==> src/rtl/keypad_scanner.sv <==
// 4x4 matrix keypad scanner: rotates a low row drive, debounces every key on its
// row's sample, and queues press/release events in a 4-deep FIFO.
module keypad_scanner #(
  parameter int SCAN_DIV    = 12000,
  parameter int DEB_SAMPLES = 3
) (
  input  logic        clk,
  input  logic        rst,
  input  logic [3:0]  col,
  output logic [3:0]  row,
  output logic [15:0] key_state,
  output logic        evt_valid,
  input  logic        evt_ready,
  output logic        evt_press,
  output logic [3:0]  evt_code,
  output logic        overflow
);

  localparam int              DIV_W    = (SCAN_DIV > 1) ? $clog2(SCAN_DIV) : 1;
  localparam logic [DIV_W-1:0] DIV_LAST = DIV_W'(SCAN_DIV - 1);
  localparam logic [3:0]      DEB_LIM  = 4'(DEB_SAMPLES);

  typedef enum logic [2:0] {
    SER_IDLE,
    SER_C0,
    SER_C1,
    SER_C2,
    SER_C3
  } ser_state_t;

  logic [DIV_W-1:0] r_div;
  logic [1:0]       r_row_idx;
  logic [3:0]       r_row;
  logic [3:0]       r_sample;
  logic [1:0]       r_samp_row;
  ser_state_t       r_ser_state;
  logic [15:0]      r_key_state;
  logic [3:0]       r_cnt [16];
  logic [4:0]       r_mem [4];
  logic [1:0]       r_wr_ptr;
  logic [1:0]       r_rd_ptr;
  logic [2:0]       r_count;
  logic             r_overflow;

  logic       w_tick;
  logic       w_ser_active;
  logic [1:0] w_ser_col;
  logic [3:0] w_key;
  logic       w_raw;
  logic       w_cur;
  logic [3:0] w_cnt_cur;
  logic [3:0] w_cnt_inc;
  logic       w_differs;
  logic       w_accept;
  logic       w_push_ok;
  logic       w_pop;
  logic       w_full;

  assign w_tick = (r_div == DIV_LAST);

  // Row driver and sampler: the sample is taken on the tick, before the row moves on.
  always_ff @(posedge clk) begin
    if (rst) begin
      r_div      <= '0;
      r_row_idx  <= 2'd0;
      r_row      <= 4'b1110;
      r_sample   <= 4'h0;
      r_samp_row <= 2'd0;
    end else if (w_tick) begin
      r_div      <= '0;
      r_sample   <= ~col;
      r_samp_row <= r_row_idx;
      r_row_idx  <= r_row_idx + 2'd1;
      r_row      <= {r_row[2:0], r_row[3]};
    end else begin
      r_div <= r_div + 1'b1;
    end
  end

  always_ff @(posedge clk) begin
    if (rst) begin
      r_ser_state <= SER_IDLE;
    end else if (w_tick) begin
      r_ser_state <= SER_C0;
    end else begin
      case (r_ser_state)
        SER_C0:  r_ser_state <= SER_C1;
        SER_C1:  r_ser_state <= SER_C2;
        SER_C2:  r_ser_state <= SER_C3;
        default: r_ser_state <= SER_IDLE;
      endcase
    end
  end

  always_comb begin
    w_ser_active = 1'b1;
    w_ser_col    = 2'd0;
    case (r_ser_state)
      SER_C0:  w_ser_col = 2'd0;
      SER_C1:  w_ser_col = 2'd1;
      SER_C2:  w_ser_col = 2'd2;
      SER_C3:  w_ser_col = 2'd3;
      default: w_ser_active = 1'b0;
    endcase
  end

  assign w_key     = {r_samp_row, w_ser_col};
  assign w_raw     = r_sample[w_ser_col];
  assign w_cur     = r_key_state[w_key];
  assign w_cnt_cur = r_cnt[w_key];
  assign w_cnt_inc = w_cnt_cur + 4'd1;
  assign w_differs = (w_raw != w_cur);
  assign w_accept  = w_ser_active && w_differs && (w_cnt_inc == DEB_LIM);

  // One key per serializer cycle: count disagreeing samples, clear on any agreeing one.
  always_ff @(posedge clk) begin
    if (rst) begin
      r_key_state <= 16'h0000;
      for (int i = 0; i < 16; i++) r_cnt[i] <= 4'h0;
    end else if (w_ser_active) begin
      if (!w_differs) begin
        r_cnt[w_key] <= 4'h0;
      end else if (w_accept) begin
        r_cnt[w_key]       <= 4'h0;
        r_key_state[w_key] <= w_raw;
      end else begin
        r_cnt[w_key] <= w_cnt_inc;
      end
    end
  end

  // Handshake: an event transfers on every cycle where evt_valid and evt_ready are both 1;
  // the head is held unchanged while evt_valid=1 and evt_ready=0.
  assign w_full    = (r_count == 3'd4);
  assign w_pop     = evt_valid && evt_ready;
  assign w_push_ok = w_accept && (!w_full || w_pop);

  always_ff @(posedge clk) begin
    if (rst) begin
      for (int i = 0; i < 4; i++) r_mem[i] <= 5'h00;
      r_wr_ptr   <= 2'd0;
      r_rd_ptr   <= 2'd0;
      r_count    <= 3'd0;
      r_overflow <= 1'b0;
    end else begin
      if (w_push_ok) begin
        r_mem[r_wr_ptr] <= {w_raw, w_key};
        r_wr_ptr        <= r_wr_ptr + 2'd1;
      end
      if (w_pop) r_rd_ptr <= r_rd_ptr + 2'd1;
      case ({w_push_ok, w_pop})
        2'b10:   r_count <= r_count + 3'd1;
        2'b01:   r_count <= r_count - 3'd1;
        default: r_count <= r_count;
      endcase
      if (w_accept && !w_push_ok) r_overflow <= 1'b1;
    end
  end

  assign row       = r_row;
  assign key_state = r_key_state;
  assign evt_valid = (r_count != 3'd0);
  assign evt_press = r_mem[r_rd_ptr][4];
  assign evt_code  = r_mem[r_rd_ptr][3:0];
  assign overflow  = r_overflow;

endmodule

==> config.mk <==
export PLATFORM = sky130hd
export DESIGN_NAME = keypad_scanner
export DESIGN_NICKNAME = d
export VERILOG_FILES = /design/src/rtl/keypad_scanner.sv
export SDC_FILE = /design/constraint.sdc
export NUM_CORES = 1
export LEC_CHECK = 0
export ABC_CLOCK_PERIOD_IN_PS = 5710
export CAP_MARGIN = 20
export CELL_PAD_IN_SITES_DETAIL_PLACEMENT = 1
export CELL_PAD_IN_SITES_GLOBAL_PLACEMENT = 2
export CORE_UTILIZATION = 42
export CTS_BUF_LIST = sky130_fd_sc_hd__clkbuf_8
export CTS_CLUSTER_DIAMETER = 50
export DETAILED_ROUTE_END_ITERATION = 8
export PLACE_DENSITY = 0.9
export SETUP_SLACK_MARGIN = 0.05
export SYNTH_ARGS = -nofsm -noshare
export SYNTH_HDL_FRONTEND = slang
export SYNTH_SLANG_ARGS = --single-unit
==> constraint.sdc <==
create_clock -name clk -period 5.71 [get_ports clk]
set_input_delay 1.713 -clock clk [delete_from_list [all_inputs] [get_ports clk]]
set_output_delay 1.713 -clock clk [all_outputs]
set_load 0.05 [all_outputs]
==> results of run 1 <==
worst max-delay path, cell delays in order, from the launching register on:
cell and delay, ns:
dfxtp_1 0.42, buf_4 0.30, nor2b_1 0.62, nor2_1 0.27
a221oi_1 0.43, o211a_2 0.36, inv_1 0.08, ha_1 0.26
o2111ai_1 0.11, a211oi_1 0.09, nor4b_2 0.21, o311ai_4 0.52
nand2_1 0.14, fa_1 0.44, o31ai_2 0.32, mux2_4 0.33
cells by family after synthesis:
family                   Yosys count
AND/OR/NAND/NOR                  272
adder cells (fa/ha/maj)            4
flip-flops                       139
AO/OA/AOI/OAI                    109
XOR/XNOR                          22
buffers and inverters             72
multiplexers                      17
per-stage QoR:
step	cells	power, mW	hold slack [ns]	setup slack [ns]
floorplan	635	1.27	0.413	1.71
global placement	846	1.32	0.425	1.05
detailed placement	846	1.33	0.441	0.737
CTS	878	2.24	0.483	0.696
global route	878	2.30	0.498	0.307
finish	878	2.24	0.476	0.702
report_power, final:
| group | internal, mW | switching (mW) |
|---|---|---|
| sequential | 1.09 | 0.0256 |
| combinational | 0.0757 | 0.107 |
| clock | 0.520 | 0.416 |
| total | 1.69 | 0.549 |
area by class of cell:
cell class / count / area share [%]
sequential: 139 / 47.1
tap: 216 / 3.51
clock inverter: 15 / 2.89
inverter: 18 / 0.878
multi-input combinational: 424 / 36.8
clock buffer: 17 / 3.04
timing repair buffer: 49 / 5.85
cell usage in the layout, fill, tap and decap left out, drive strengths merged, types with 3 or more instances in the layout:
cell	instances
o41ai	14
and3b	4
edfxtp	84
o221ai	4
nor3b	6
o21ai	14
clkdlybuf4s50	33
mux2	5
xor2	6
nor2b	6
and2	4
nand3b	4
and3	6
nand3	28
inv	19
a21oi	11
a31oi	3
o22ai	6
dfxtp	55
nand2	52
or3	9
nor2	98
o211ai	3
ha	3
bufinv	5
nor4b	3
buf	16
xnor2	16
a211oi	8
clkinv	6
clkbuf	17
clkinvlp	3
o31ai	4
mux2i	5
o311ai	16
nor3	31
a221oi	7
mux4	7
nand2b	8
flip-flops by register name (all words and copies together) (netlist names), 3 cells and up, named ones only:
register and cells:
r_ser_state 3, r_sample 4, row 4, key_state 16, r_count 3, r_div 14
r_cnt 64, r_mem 20
final timing paths:
kind / slack (ns) / startpoint / end / cells after the start
max reg2reg: 0.70 / r_ser_state[1]$_SDFF_PP0_ / r_count[2]$_SDFFE_PP0P_ / 15
min reg2reg: 0.48 / overflow$_SDFFE_PP0P_ / overflow$_SDFFE_PP0P_ / 2
max: 0.70 / r_ser_state[1]$_SDFF_PP0_ / r_count[2]$_SDFFE_PP0P_ / 15
min: 0.48 / overflow$_SDFFE_PP0P_ / overflow$_SDFFE_PP0P_ / 2
routing by layer:
metal | routed length [um] | global-route usage, % | up-vias
li1 | - | - | 2363
met1 | 8300 | 30.8 | 2606
met2 | 9590 | 41.3 | 191
met3 | 1030 | 5.57 | 42
met4 | 597 | 11.4 | 0
met5 | 0 | 0 | -
==> summary.md, run 1 <==
| Metric | Value |
|---|---|
| Critical path peak fanout | 25 |
| First-pass GRT wire length | 30.6 mm |
| Period minus WS final | between 5 and 6 ns |
| Final TNS setup | 0 ns |
| Crit path launch type | flop |
| Synth Area in Simple Gates | 21.2% |
| Final wirelength | 19.5 mm |
| Most numerous cell in the Yosys netlist | nor2_1 |
| Total I/O pin count | 34 |
| Power Dens Cells | about 290 nW/um2 |
| Synth Area in Compound Gates | 12.6% |
| Gr usage total | 24.8% |
| Final Setup Violations | 0 |
| DP Area | 7240 um2 |
| WL/cell | 22.2 um |
| Clock Latency Late Sink | 0.47 ns |
| Die area | 16700 um2 |
| Distinct cells, synth | 86 |
| Die outline height | 129 um |
| GR Overflow Total | 0 |
| Tcrit/Tclk final | 87.7% |
| Syn Area/Cell | 10.7 um2 |
| Pin count of the biggest net entering global routing | 43 |
| Initial antenna violation count | 0 |
| Buffers inserted by post-CTS timing repair | 0 |
| Fin util | 48.5% |
| DRT antenna net count | 0 |
| #FFs+latches synth | 139 |
| Fillers | 1764 |
| Max Clock Skew | 0.00883 ns |
| Least-Margin Pin Slew | 0.898 ns |
| IO Port Bufs | 33 |
| Max Clock Freq | 200 MHz |
| RSZ-0062 raised after global routing | false |
| Main synth FF type | edfxtp_1 |
| Max-cap violations | 0 |
| Drt via density | 5.92 |
| CTS clk-pin slew, worst paths | 0.08 ns |
| Detailed Place HPWL | 13.4 mm |
| DRC Markers | 0 |
| Adder-cell share of the synthesized area | 0.844% |
| Bufs on Longest Clock Path | 2 |
| Layout net count | 660 |
| Top cells by count, synth | nor2_1, edfxtp_1, dfxtp_1, nand2_1 |
| Area growth syn-to-layout | 12.9% |
| Worst EP required | around 6 ns |
| DRT Pass-1 Iters | 5 |
| Clock H-tree levels | 4 |
| Synthesis warning total | 0 |
| Max-slew headroom | 39.7% |
| Post-Synth XOR/XNOR Area | between 2 and 3% |
| Syn nets | 646 |
| Post-CTS Hold Buffers | 0 |
| Row count | 46 |
| Vias in the first global route | 5357 |
| Largest family of logic cells by synthesized area | simple AND/OR/NAND/NOR gates |
| Mapped Area | roughly 6800 um2 |
| Die Wd | 129 um |
| TritonCTS buffer count | 17 |
| Fin area | 7700 um2 |
| Hold Path Class | flop to flop |
| CTS Root Cell | clkbuf_8 |
| Synth top area share | approximately 37% |
| Crit Path Category | flop to flop |
| Area of the multi-input gates | approximately 2800 um2 |
| Status | complete, no violations |
| CTS tree | built |
| Seq/Total Area, Yosys | a little over half |
| Mux share of post-synthesis cell area | 3.98% |
| CP arrival | 5.37 ns |
| Peak supply drop | around 140 uV |
| Vias | 5202 |
| Register area | 3620 um2 |
| Layout cells sized above 1 | 13.9% |
| Leakage | 2.59 nW |
| Clock tree sinks | approximately 140 |
| Post-synth top area cell | edfxtp_1 |
| GPL Wtd Cong | 0.924 |
| Slew Limit Fails | 0 |
| Initial Utilization | a little over two fifths |
| EDFF count, synth | 84 |
| Asr flop ratio synth | 0% |
| Cells after synthesis | 635 |
| Resize count post-CTS | 0 |
| Core area | 15900 um2 |
| Worst Setup End Kind | flop |
| Synth area leaders | edfxtp_1, dfxtp_1, nor2_1 |
| Final Hold Vio Count | 0 |
| Initial drt markers | 390 |
| Diodes inserted | 0 |
(Power assumes the default switching activity.)
==> run 2: changes to the inputs <==
CORE_ASPECT_RATIO = 0.75   (was unset)
CORE_MARGIN = 2   (was unset)
==> run 2 against run 1 <==
Sequential share of layout area is 0.32 points higher; die area is 3.2% higher; register-to-register slack worse by 0.22 ns; wire length is 4.9% higher; final cell count is 0.91% lower; flip-flop and latch count stayed put; non-clock buffer count is 2 lower; worst hold slack worse by 0.034 ns; critical path depth is 2 lower; sequential power hardly changed; critical endpoint is now r_mem[1][4]$_SDFFCE_PN0P_.
==> summary.md, run 2 (synthesis results as in run 1) <==
| Metric | Value |
|---|---|
| DRT antenna net count | 0 (unchanged) |
| Slew Limit Fails | 0 (unchanged) |
| Detailed Place HPWL | 14.3 mm (was 13.4 mm) |
| Bufs on Longest Clock Path | 2 (unchanged) |
| Status | complete, no violations (unchanged) |
| Crit-path slowest cell | dfxtp_1 (was nor2b_1) |
| Core area | 16000 um2 (was 15900 um2) |
| Least-Margin Pin Slew | 0.989 ns (was 0.898 ns) |
| Resize count post-CTS | 0 (unchanged) |
| Initial antenna violation count | 0 (unchanged) |
| FF-to-FF Start | r_ser_state[2]$_SDFF_PP0_ (was r_ser_state[1]$_SDFF_PP0_) |
| GPL Wtd Cong | 0.938 (was 0.924) |
| Layout cells sized above 1 | 13.2% (was 13.9%) |
| Clock Latency Late Sink | 0.46 ns (was 0.47 ns) |
| GR Layer Usage met3 | 4.86% (was 5.57%) |
| Die area | 17300 um2 (was 16700 um2) |
| Final wirelength | 20.5 mm (was 19.5 mm) |
| Hold path endpoint | r_div[0]$_SDFF_PP0_ (was overflow$_SDFFE_PP0P_) |
| CP max stage delay | 0.97 ns (was 0.62 ns) |
| CTS tree | built (unchanged) |
| Diodes inserted | 0 (unchanged) |
| Pin count of the biggest net entering global routing | 43 (unchanged) |
| WL/cell | 23.5 um (was 22.2 um) |
| Hold Path Class | flop to flop (unchanged) |
| Clock tree sinks | 139 (unchanged) |
| Gr usage total | 24.8% (about the same) |
| Cells along the critical path | or3b_1 > buf_4 > nand2_4 > o22a_1 > o211ai_1 > inv_1 > ha_1 > o2111ai_1 > a211oi_1 > nor4b_2 > o311ai_4 > nand2b_4 > o21ai_0 (was buf_4 > nor2b_1 > nor2_1 > a221oi_1 > o211a_2 > inv_1 > ha_1 > o2111ai_1 > a211oi_1 > nor4b_2 > o311ai_4 > nand2_1 > fa_1 > o31ai_2 > mux2_4) |
| Setup WS post-layout | 0.478 ns (was 0.702 ns) |
| DP Worst Slack | 0.583 ns (was 0.737 ns) |
| Die Wd | 151 um (was 129 um) |
| Post-route insts no fill | 870 (was 878) |
| Critical path peak fanout | 29 (was 25) |
| First-pass GRT wire length | 31.6 mm (was 30.6 mm) |
| CP arrival | 5.32 ns (was 5.37 ns) |
| Met2 Track Usage GR | 36.2% (was 41.3%) |
| IO Port Bufs | 33 (unchanged) |
| Worst EP required | 5.80 ns (was 6.07 ns) |
| Power Dens Cells | 285 nW/um2 (was 290 nW/um2) |
| TritonCTS buffer count | 17 (unchanged) |
| R2r worst-path depth | 13 (was 15) |
| CTS Root Cell | clkbuf_8 (unchanged) |
| Vias in the first global route | 5262 (was 5357) |
| Crit path launch type | flop (unchanged) |
| DRC Markers | 0 (unchanged) |
| Tcrit/Tclk final | 91.6% (was 87.7%) |
| Initial Utilization | 42.7% (was 42.9%) |
| Buffers inserted by post-CTS timing repair | 0 (unchanged) |
| Layer carrying the most global-route usage | met1 (was met2) |
| Layout net count | 658 (was 660) |
| Clock H-tree levels | 4 (unchanged) |
| Drt via density | 6.15 (was 5.92) |
| Final Setup Violations | 0 (unchanged) |
| Met1 Usage GRT | 37.1% (was 30.8%) |
| Area growth syn-to-layout | 12.1% (was 12.9%) |
| Initial drt markers | 602 (was 390) |
| Hold wc startpoint | r_div[0]$_SDFF_PP0_ (was overflow$_SDFFE_PP0P_) |
| Final Hold Vio Count | 0 (unchanged) |
| Crit Path Category | flop to flop (unchanged) |
| Max reg flops | 64 (unchanged) |
| Worst Setup End Kind | flop (unchanged) |
| Dpl cells | 838 (was 846) |
| Post-CTS Hold Buffers | 0 (unchanged) |
| Period minus WS final | 5.23 ns (was 5.01 ns) |
| GR Overflow Total | 0 (unchanged) |
| Vias | 5349 (was 5202) |
| Row count | 40 (was 46) |
| Reg2reg end | r_mem[1][4]$_SDFFCE_PN0P_ (was r_count[2]$_SDFFE_PP0P_) |
| Max Clock Skew | 0.0151 ns (was 0.00883 ns) |
| Total I/O pin count | 34 (unchanged) |
| DRT Pass-1 Iters | 5 (unchanged) |
| Number of cells on the worst hold path | 1 (was 2) |
| Worst R2R Setup Slack | 0.48 ns (was 0.70 ns) |
| Max-slew headroom | 33.9% (was 39.7%) |
| Peak supply drop | 129 uV (was 139 uV) |
| Die outline height | 114 um (was 129 um) |
| Commonest cells after routing, fill and taps aside | nor2_1, edfxtp_1, dfxtp_1, nand2_1, clkdlybuf4s50_1 (unchanged) |
| RSZ-0062 raised after global routing | false (unchanged) |
| CTS clk-pin slew, worst paths | 0.07 ns (was 0.08 ns) |
| Max-cap violations | 0 (unchanged) |
| Final TNS setup | 0 ns (unchanged) |
| Leakage | 2.57 nW (was 2.59 nW) |
| Pwr Total | 2.18 mW (was 2.24 mW) |
| Most common cell after layout, fill and taps aside | nor2_1 (unchanged) |
| Top reg by flops | r_cnt (unchanged) |
| Max Clock Freq | 191 MHz (was 200 MHz) |
run 2: area by class of cell:
type	count	area, um2
repair buffers	47	435
clock buffers	18	248
multi-input cells	424	2830
well taps	210	263
clock inverters	14	179
flip-flops and latches	139	3620
inverters	18	67.6
fillers	1691	8320
run 2: power by group:
| group | leakage (nW) | internal (mW) | total [mW] | switching [mW] |
|---|---|---|---|---|
| clock network | 0.219 | 0.482 | 0.872 | 0.390 |
| logic | 1.04 | 0.0765 | 0.186 | 0.110 |
| registers | 1.31 | 1.09 | 1.12 | 0.0260 |
run 2: metal layers:
| metal | vias up | wire (um) |
|---|---|---|
| li1 | 2372 | - |
| met1 | 2692 | 9440 |
| met2 | 254 | 9020 |
| met3 | 31 | 1670 |
| met4 | 0 | 356 |
| met5 | - | 0 |
run 2: worst max-delay path, delay by kind of cell, from the launching register on:
family,cells,cell delay (ns)
compound gates,6,1.78
simple gates,4,1.43
flops,1,0.97
buf+inv,2,0.42
fa+ha+maj,1,0.24
run 2: worst max-delay path by stage:
stage                                          from                        end  slack [ns]  depth (start not counted)
after floorplan           r_ser_state[1]$_SDFF_PP0_    r_count[2]$_SDFFE_PP0P_        1.71                         18
after global placement    r_ser_state[2]$_SDFF_PP0_  r_mem[1][3]$_SDFFCE_PN0P_        0.76                         13
after detailed placement  r_ser_state[2]$_SDFF_PP0_  r_mem[1][3]$_SDFFCE_PN0P_        0.58                         13
after CTS                 r_ser_state[2]$_SDFF_PP0_  r_mem[1][4]$_SDFFCE_PN0P_        0.57                         13
after global routing      r_ser_state[2]$_SDFF_PP0_  r_mem[1][4]$_SDFFCE_PN0P_        0.25                         13
final                     r_ser_state[2]$_SDFF_PP0_  r_mem[1][4]$_SDFFCE_PN0P_        0.48                         13
run 2: metrics by stage:
step | instance area [um2] | utilization [%] | hold slack, ns
3_5_place_dp | 7220 | 45.2 | 0.432
3_3_place_gp | 7220 | 45.2 | 0.422
6_report | 7640 | 47.9 | 0.442
2_1_floorplan | 6820 | - | 0.413
5_1_grt | 7640 | 47.9 | 0.482
4_1_cts | 7640 | 47.9 | 0.444
==> run 3: changes to the inputs <==
CORE_MARGIN = 8   (was 2)
==> run 3 against run 2 <==
Critical path depth unchanged; first-iteration DRC count down 25%; combinational power up 2%; die area up 19%; power up 5.0%; clock power up 12%; critical path type unchanged.
==> summary.md, run 3 (synthesis results as in run 1) <==
| Metric | Value |
|---|---|
| Clock H-tree levels | 4 (unchanged) |
| DP Worst Slack | 1.12 ns (was 0.583 ns) |
| Initial antenna violation count | 0 (unchanged) |
| Initial Utilization | 42.7% (unchanged) |
| Crit Path Category | flop to flop (unchanged) |
| Status | complete, no violations (unchanged) |
| Max Clock Freq | 212 MHz (was 191 MHz) |
| CTS Root Cell | clkbuf_8 (unchanged) |
| CTS tree | built (unchanged) |
| Least-Margin Pin Slew | 0.960 ns (was 0.989 ns) |
| Met3 WL | 1.68 mm (was 1.67 mm) |
| Max Clock Skew | 0.0100 ns (was 0.0151 ns) |
| P_int | 1.73 mW (was 1.65 mW) |
| Metal-1 WL | 9.62 mm (was 9.44 mm) |
| Number of cells on the worst hold path | 1 (unchanged) |
| DRT antenna net count | 0 (unchanged) |
| Total I/O pin count | 34 (unchanged) |
| Commonest cells after routing, fill and taps aside | nor2_1, edfxtp_1, dfxtp_1, nand2_1, clkdlybuf4s50_1 (unchanged) |
| Post-route insts no fill | 872 (was 870) |
| Buffers inserted by post-CTS timing repair | 0 (unchanged) |
| Top reg by flops | r_cnt (unchanged) |
| Final Hold Vio Count | 0 (unchanged) |
| Peak supply drop | 186 uV (was 129 uV) |
| Critical path peak fanout | 18 (was 29) |
| Hold wc startpoint | r_div[0]$_SDFF_PP0_ (unchanged) |
| Tcrit/Tclk final | 82.8% (was 91.6%) |
| Gr usage total | 20.6% (was 24.8%) |
| Diodes inserted | 0 (unchanged) |
| Max-slew headroom | 35.3% (was 33.9%) |
| IO Port Bufs | 33 (unchanged) |
| Layout net count | 660 (was 658) |
| Row count | 40 (unchanged) |
| WL/cell | 23.7 um (was 23.5 um) |
| Initial drt markers | 453 (was 602) |
| Bufs on Longest Clock Path | 2 (unchanged) |
| Power Dens Cells | 296 nW/um2 (was 285 nW/um2) |
| Max-cap violations | 0 (unchanged) |
| Die Wd | 163 um (was 151 um) |
| Worst R2R Setup Slack | 0.98 ns (was 0.48 ns) |
| Pin count of the biggest net entering global routing | 43 (unchanged) |
| Max reg flops | 64 (unchanged) |
| Dpl cells | 840 (was 838) |
| Gate power share | 8.3% (was 8.6%) |
| GPL Wtd Cong | 0.940 (was 0.938) |
| Vias | 5336 (was 5349) |
| Routed length on met2 | 9.00 mm (was 9.02 mm) |
| Drt via density | 6.12 (was 6.15) |
| Die outline height | 126 um (was 114 um) |
| Worst EP required | 5.80 ns (about the same) |
| Crit path launch type | flop (unchanged) |
| CP arrival | 4.81 ns (was 5.32 ns) |
| Detailed Place HPWL | 14.5 mm (was 14.3 mm) |
| Final Setup Violations | 0 (unchanged) |
| CTS clk-pin slew, worst paths | 0.08 ns (was 0.07 ns) |
| RSZ-0062 raised after global routing | false (unchanged) |
| DRT Pass-1 Iters | 5 (unchanged) |
| Hold Slack | 0.472 ns (was 0.442 ns) |
| TritonCTS buffer count | 17 (unchanged) |
| DP Area | 7230 um2 (was 7220 um2) |
| Critical Path Source | r_ser_state[1]$_SDFF_PP0_ (was r_ser_state[2]$_SDFF_PP0_) |
| Period minus WS final | 4.73 ns (was 5.23 ns) |
| Hold path endpoint | r_div[0]$_SDFF_PP0_ (unchanged) |
| Slew Limit Fails | 0 (unchanged) |
| Resize count post-CTS | 0 (unchanged) |
| Die area | 20600 um2 (was 17300 um2) |
| Most common cell after layout, fill and taps aside | nor2_1 (unchanged) |
| Fin util | 48.3% (was 47.9%) |
| Post-CTS Hold Buffers | 0 (unchanged) |
| First-pass GRT wire length | 32.3 mm (was 31.6 mm) |
| Clock Latency Late Sink | 0.46 ns (about the same) |
| Pwr Total | 2.29 mW (was 2.18 mW) |
| Clk network pwr share | 42.8% (was 40.1%) |
| Core area | 16000 um2 (unchanged) |
| Final TNS setup | 0 ns (unchanged) |
| Sequential power share | 48.9% (was 51.4%) |
| Reg2reg end | r_mem[0][4]$_SDFFCE_PN0P_ (was r_mem[1][4]$_SDFFCE_PN0P_) |
| GR Overflow Total | 0 (unchanged) |
| Uppermost routed layer | met4 (unchanged) |
| Sw power | 0.551 mW (was 0.526 mW) |
| Vias in the first global route | 5372 (was 5262) |
| Sw frac | 24.1% (was 24.2%) |
| Final wirelength | 20.6 mm (was 20.5 mm) |
| Area growth syn-to-layout | 13.2% (was 12.1%) |
| Layout cells sized above 1 | 13.7% (was 13.2%) |
| DRC Markers | 0 (unchanged) |
| Clock tree sinks | 139 (unchanged) |
| Worst Setup End Kind | flop (unchanged) |
| Hold Path Class | flop to flop (unchanged) |
| FF-to-FF Start | r_ser_state[1]$_SDFF_PP0_ (was r_ser_state[2]$_SDFF_PP0_) |
| R2r worst-path depth | 13 (unchanged) |
| Leakage | 2.60 nW (was 2.57 nW) |
| Fin area | 7710 um2 (was 7640 um2) |
| Setup WS post-layout | 0.982 ns (was 0.478 ns) |
## run 3: final cells by class
type                    count  area (um2)
flip-flops and latches    139        3620
inverters                  18        67.6
clock inverters            15         248
fillers                  1755        8250
repair buffers             49         450
well taps                 210         263
multi-input cells         424        2830
clock buffers              17         234
## run 3: power groups by stage
stage               combinational, mW  clock [mW]  sequential, mW
floorplan                       0.146           0            1.12
finish                          0.190       0.977            1.12
detailed placement              0.189           0            1.14
global placement                0.183           0            1.14
CTS                             0.191       0.989            1.12
global route                    0.201        1.03            1.12
## run 3: worst max path at each step
stage	to	slack, ns	cells past startpoint
global placement	r_cnt[5][3]$_SDFFCE_PN0P_	1.37	8
global route	r_mem[1][4]$_SDFFCE_PN0P_	0.73	13
floorplan	r_count[2]$_SDFFE_PP0P_	1.71	18
finish	r_mem[0][4]$_SDFFCE_PN0P_	0.98	13
CTS	r_mem[1][1]$_SDFFCE_PN0P_	1.09	13
detailed placement	r_mem[1][1]$_SDFFCE_PN0P_	1.12	13
## run 3: critical path: stages (launching register included)
cell and delay (ns):
dfxtp_1 0.61, buf_4 0.30, nor3b_2 0.51, and3_1 0.24, a221oi_1 0.07, o211a_2 0.22, inv_1 0.10, ha_1 0.25
o2111ai_1 0.14, a211oi_1 0.30, nor4b_2 0.39, o311ai_4 0.22, nand2b_4 0.23, o31ai_1 0.76
## run 3: metal layers
metal,global-route usage [%],up-vias
li1,-,2368
met1,29.9,2712
met2,29.4,224
met3,5.01,32
met4,6.46,0
met5,0,-
